--- config.mk ---
export PLATFORM = sky130hd
export DESIGN_NAME = tmds_encoder_rgb
export DESIGN_NICKNAME = d
export VERILOG_FILES = /design/src/rtl/tmds_encoder_rgb.sv
export SDC_FILE = /design/constraint.sdc
export NUM_CORES = 1
export LEC_CHECK = 0
export ABC_AREA = 1
export CORE_MARGIN = 5
export CORE_UTILIZATION = 55
export DETAILED_ROUTE_END_ITERATION = 10
export PLACE_DENSITY_LB_ADDON = 0.15
export SYNTH_ARGS = -nofsm -noshare
export SYNTH_HDL_FRONTEND = slang
export SYNTH_SLANG_ARGS = --single-unit
--- constraint.sdc ---
create_clock -name pclk -period 7.5 [get_ports pclk]
set_input_delay 2.25 -clock pclk [delete_from_list [all_inputs] [get_ports pclk]]
set_output_delay 2.25 -clock pclk [all_outputs]
set_load 0.05 [all_outputs]
--- src/rtl/tmds_encoder_rgb.sv ---
// Three-channel DVI TMDS encoder: q_m stage, then symbol/disparity stage, plus optional output register.
// Latency 2 pclk (OUT_REG=0) or 3 pclk (OUT_REG=1); one symbol per channel per clock, never stalls.

module tmds_channel (
    input  logic       pclk,
    input  logic       rst,
    input  logic [7:0] d,
    input  logic       de_s1,
    input  logic [1:0] ctl_s1,
    output logic [9:0] sym
);
    logic [8:0]        qm;
    logic [8:0]        qm_nxt;
    logic [3:0]        n1_d;
    logic              use_xnor;
    logic [3:0]        n1;
    logic [4:0]        two_n1;
    logic signed [4:0] diff;
    logic signed [4:0] cnt;
    logic signed [4:0] cnt_nxt;
    logic [9:0]        sym_nxt;

    function automatic logic [3:0] ones8(input logic [7:0] v);
        logic [3:0] n;
        n = '0;
        for (int i = 0; i < 8; i++) n = n + {3'b000, v[i]};
        return n;
    endfunction

    function automatic logic [9:0] ctl_code(input logic [1:0] c);
        logic [9:0] s;
        case (c)
            2'b00:   s = 10'h354;
            2'b01:   s = 10'h0AB;
            2'b10:   s = 10'h154;
            default: s = 10'h2AB;
        endcase
        return s;
    endfunction

    // Transition-minimising stage: XNOR chain when the byte is ones-heavy.
    always_comb begin
        n1_d     = ones8(d);
        use_xnor = (n1_d > 4'd4) || ((n1_d == 4'd4) && !d[0]);
        qm_nxt   = '0;
        qm_nxt[0] = d[0];
        for (int i = 1; i < 8; i++)
            qm_nxt[i] = use_xnor ? ~(qm_nxt[i-1] ^ d[i]) : (qm_nxt[i-1] ^ d[i]);
        qm_nxt[8] = ~use_xnor;
    end

    // 5-bit wraparound in the intermediate sums is harmless: every result lands in -10..+10.
    always_comb begin
        n1     = ones8(qm[7:0]);
        two_n1 = {n1, 1'b0};
        diff   = $signed(two_n1 - 5'd8);
        if ((cnt == 5'sd0) || (n1 == 4'd4)) begin
            sym_nxt = {~qm[8], qm[8], qm[8] ? qm[7:0] : ~qm[7:0]};
            cnt_nxt = qm[8] ? (cnt + diff) : (cnt - diff);
        end else if (((cnt > 5'sd0) && (n1 > 4'd4)) || ((cnt < 5'sd0) && (n1 < 4'd4))) begin
            sym_nxt = {1'b1, qm[8], ~qm[7:0]};
            cnt_nxt = cnt - diff + (qm[8] ? 5'sd2 : 5'sd0);
        end else begin
            sym_nxt = {1'b0, qm[8], qm[7:0]};
            cnt_nxt = cnt + diff - (qm[8] ? 5'sd0 : 5'sd2);
        end
        if (!de_s1) begin
            sym_nxt = ctl_code(ctl_s1);
            cnt_nxt = '0;
        end
    end

    always_ff @(posedge pclk) begin
        if (!rst) begin
            qm  <= '0;
            sym <= 10'h354;
            cnt <= '0;
        end else begin
            qm  <= qm_nxt;
            sym <= sym_nxt;
            cnt <= cnt_nxt;
        end
    end
endmodule

module tmds_encoder_rgb #(
    parameter int OUT_REG = 1
) (
    input  logic       pclk,
    input  logic       rst,
    input  logic [7:0] vid_r,
    input  logic [7:0] vid_g,
    input  logic [7:0] vid_b,
    input  logic       vid_hs,
    input  logic       vid_vs,
    input  logic       vid_de,
    output logic [9:0] tmds_b,
    output logic [9:0] tmds_g,
    output logic [9:0] tmds_r
);
    logic       de_s1;
    logic       hs_s1;
    logic       vs_s1;
    logic [9:0] sym_b;
    logic [9:0] sym_g;
    logic [9:0] sym_r;

    always_ff @(posedge pclk) begin
        if (!rst) begin
            de_s1 <= 1'b0;
            hs_s1 <= 1'b0;
            vs_s1 <= 1'b0;
        end else begin
            de_s1 <= vid_de;
            hs_s1 <= vid_hs;
            vs_s1 <= vid_vs;
        end
    end

    tmds_channel u_ch_b (.pclk(pclk), .rst(rst), .d(vid_b), .de_s1(de_s1), .ctl_s1({vs_s1, hs_s1}), .sym(sym_b));
    tmds_channel u_ch_g (.pclk(pclk), .rst(rst), .d(vid_g), .de_s1(de_s1), .ctl_s1(2'b00),          .sym(sym_g));
    tmds_channel u_ch_r (.pclk(pclk), .rst(rst), .d(vid_r), .de_s1(de_s1), .ctl_s1(2'b00),          .sym(sym_r));

    generate
        if (OUT_REG != 0) begin : g_oreg
            always_ff @(posedge pclk) begin
                if (!rst) begin
                    tmds_b <= 10'h354;
                    tmds_g <= 10'h354;
                    tmds_r <= 10'h354;
                end else begin
                    tmds_b <= sym_b;
                    tmds_g <= sym_g;
                    tmds_r <= sym_r;
                end
            end
        end else begin : g_comb
            assign tmds_b = sym_b;
            assign tmds_g = sym_g;
            assign tmds_r = sym_r;
        end
    endgenerate
endmodule

==> summary.txt <==
Worst hold path
  • Hold Path Class: flop to flop

GRT
  • Remaining Overflow, GRT: 0
  • Total GRT Usage: 18.91%
  • Vias in the first global route: 5,118
  • Global-route wire length before repair: 22.22 mm
  • Initial antenna violation count: 0
  • Largest net degree at the start of global routing: 36

Floorplanning
  • Core Box Area: 11,370 µm²
  • Die Y: around 120 µm
  • # IOs: 59
  • Die ar.: 13,800 µm²
  • Die W: 117.5 µm
  • Initial Utilization: around 56%
  • Core Rows: 39

Power
  • Combinational Power Share: 63.6%
  • Clock network fraction of design power: 15.4%
  • Power Dens Cells: 443.9 nW/µm²
  • Sequential Power Share: 21.0%
  • P_sw: about 1.6 mW
  • Pint: 1.720 mW
  • Sw Share: 47.57%
  • Leak Pwr: ~3.7 nW
  • Worst VDD drop: about 0.00032 V

Worst setup path
  • Crit Path Class: input port to flop
  • RR Startpoint: u_ch_r.qm[0]
  • CP startpoint: vid_b[0]
  • R2R cell count: 18
  • Critical Path End: u_ch_b.qm[7]
  • CP max FO: 8
  • R2R Setup Slk: between 3000 and 4000 ps
  • Critical Path AT: 5870 ps
  • Endpoint type of the worst setup path: flop
  • Worst EP required: 7740 ps
  • Reg-to-reg endpoint: u_ch_r.cnt[4]
  • CP startpoint kind: input port

Synth
  • Unique cell type count in the Yosys netlist: 36
  • Yosys reg bits: 102
  • Sequential cell area fraction in the yosys report: 32.14%
  • Post-synth EDFFs: 0
  • Syn avg cell area: 7.932 µm²
  • Ranking of synthesized cells by area: dfxtp_1 (32%), ha_1 (13%), fa_1 (9.5%)
  • Synth warn: 0
  • Area share of the largest cell type after synthesis: 32.14%
  • Asr flop ratio synth: 0%
  • Syn Inst Count: 801
  • Post-synth top area cell: dfxtp_1
  • Syn nets: 927
  • Primary FF master, synth: dfxtp_1
  • Post-Syn Area: 6354 µm²

Final layout
  • Diode count: 0
  • Area of the multi-input gates: 3626 µm²
  • Commonest non-fill, non-tap cells in the layout: nand2_1 (154), inv_1 (150), dfxtp_1 (102)
  • Synth-to-Final Area Change: 16.29%
  • Finished Cell Area: 7388 µm²
  • Layout Nets: 985
  • Most common cell after layout, fill and taps aside: nand2_1
  • Fillcell total: 996
  • Share of cells above drive strength 1: between 9 and 10%
  • Reg area: 2042 µm²

STA
  • Max Fclk: around 180 MHz
  • Final Slew Violations: 0
  • Worst Tran Pin Value: 723.9 ps
  • Hold Vio Cnt, Final: 0
  • WHS: a little over 400 ps
  • Minimum clock period: 5631 ps
  • Final WS setup: about 1900 ps
  • Final setup violation count: 0
  • Slew margin rel.: about half
  • RSZ-0062 raised after global routing: no
  • Setup TNS: 0 ps
  • Final Cycle Share: 75.08%
  • Worst Skew: 6.218 ps

Status
  • Status: finished, final reports clean

Job
  • Total of max-cap violations: 0

Routing
  • Via count: 5,006
  • WL per Instance: about 13 µm
  • Initial DRC count: 304
  • Total routed wirelength: between 10 and 15 mm
  • Routed Antenna Nets: 0
  • Vias/cell: approximately 5.0
  • 1st-pass router iterations: 7
  • Number of remaining DRC errors: 0

Placed design
  • Worst slack, placed: ~1500 ps
  • DP HPWL: roughly 10 mm
  • GPL Wtd Cong: 0.8417
  • Area post-placement: 7059 µm²
  • Buffers on Ports: between 50 and 60

Clocking
  • TritonCTS clock tree: yes
  • Hold-fix buffers, CTS: 0
  • Setup Fix Bufs, Post-CTS: 0
  • Clock Tree Root: clkbuf_16
  • Total CTS buffers: 9
  • CTS Sinks: 102
  • CTS resizes: 0
  • H-Tree Depth: 3
  • CTS max path bufs: 2
  • Clock Pin Slew Worst Setup and Hold Paths: approximately 70 ps
  • Worst-Skew Late Latency: 340 ps
## per-layer routing
layer / vias up / track usage (%) / wire length, µm
met5: - / 0 / 0
met4: 0 / 7.097 / 217
met3: 16 / 3.508 / 506
met2: 109 / 32.18 / 6125
met1: 2305 / 23.81 / 5794
li1: 2576 / - / -
## synth_stat cells (all sizes together) (5+ instances only)
cell type and instances:
xor2 19, xnor2 7, nor2 44, ha 67
nand3b 7, or2 19, fa 30, inv 163
o21ai 31, dfxtp 102, clkbuf 5, nand2 174
nand3 71, buf 8, a21oi 45
## power by group through the flow
stage / Sequential, mW / Clock [mW] / Combinational (mW)
5_1_grt: 0.700 / 0.539 / 2.38
4_1_cts: 0.689 / 0.516 / 2.09
2_1_floorplan: 0.736 / 0 / 1.61
3_5_place_dp: 0.700 / 0 / 2.07
6_report: 0.690 / 0.505 / 2.08
3_3_place_gp: 0.699 / 0 / 1.96
## worst min-delay path by stage
| stage | startpoint | end | cells after the start |
|---|---|---|---|
| 4_1_cts | u_ch_b.sym[8] | tmds_b[8] | 1 |
| 6_report | u_ch_r.sym[7] | tmds_r[7] | 2 |
| 2_1_floorplan | u_ch_b.sym[0] | tmds_b[0] | 2 |
| 5_1_grt | u_ch_b.sym[8] | tmds_b[8] | 1 |
| 3_5_place_dp | u_ch_b.sym[8] | tmds_b[8] | 1 |
| 3_3_place_gp | u_ch_g.sym[3] | tmds_g[3] | 2 |
## worst max-delay path, cell delays in order
cell	delay [ps]
clkdlybuf4s50_1	450
ha_1	360
inv_1	70
fa_1	450
fa_1	490
inv_1	50
fa_1	410
fa_1	440
nor2_1	110
nand2_1	100
nand2_4	100
nand2_4	80
nand2_2	80
nand3_2	90
nand3_1	130
nand3_1	100
nand2_1	80
nor2_1	40
## cell families (layout without fill, tap and decap cells)
group / after synthesis / after routing / share of synthesized area (%)
fa+ha+maj: 97 / 97 / 22.65
simple gates: 317 / 317 / 23.85
buf+inv: 176 / 239 / 10.79
compound gates: 83 / 83 / 6.755
flops: 102 / 102 / 32.14
xor+xnor: 26 / 26 / 3.820
## registers in the layout (all words and copies together), names as in the netlist
| register | count |
|---|---|
| u_ch_r.sym | 10 |
| tmds_g | 10 |
| hs_s1 | 1 |
| tmds_b | 10 |
| de_s1 | 1 |
| tmds_r | 10 |
| vs_s1 | 1 |
| u_ch_g.cnt | 4 |
| u_ch_b.cnt | 4 |
| u_ch_b.qm | 9 |
| u_ch_r.cnt | 4 |
| u_ch_r.qm | 9 |
| u_ch_b.sym | 10 |
| u_ch_g.qm | 9 |
| u_ch_g.sym | 10 |
## cell type report
type	count	area share, %
Clock buffer	9	3.048
Multi-Input combinational cell	523	49.08
Inverter	163	8.349
Timing Repair Buffer	60	8.061
Clock inverter	7	1.406
Sequential cell	102	27.64
Tap cell	143	2.422
## metrics by stage
step	util, %	instances	power [mW]
after floorplan	-	801	2.349
after global placement	62.09	991	2.660
after detailed placement	62.09	991	2.770
after CTS	64.98	1007	3.292
after global routing	64.98	1007	3.621
final	64.98	1007	3.280
Power figures use the tool's default switching activity.
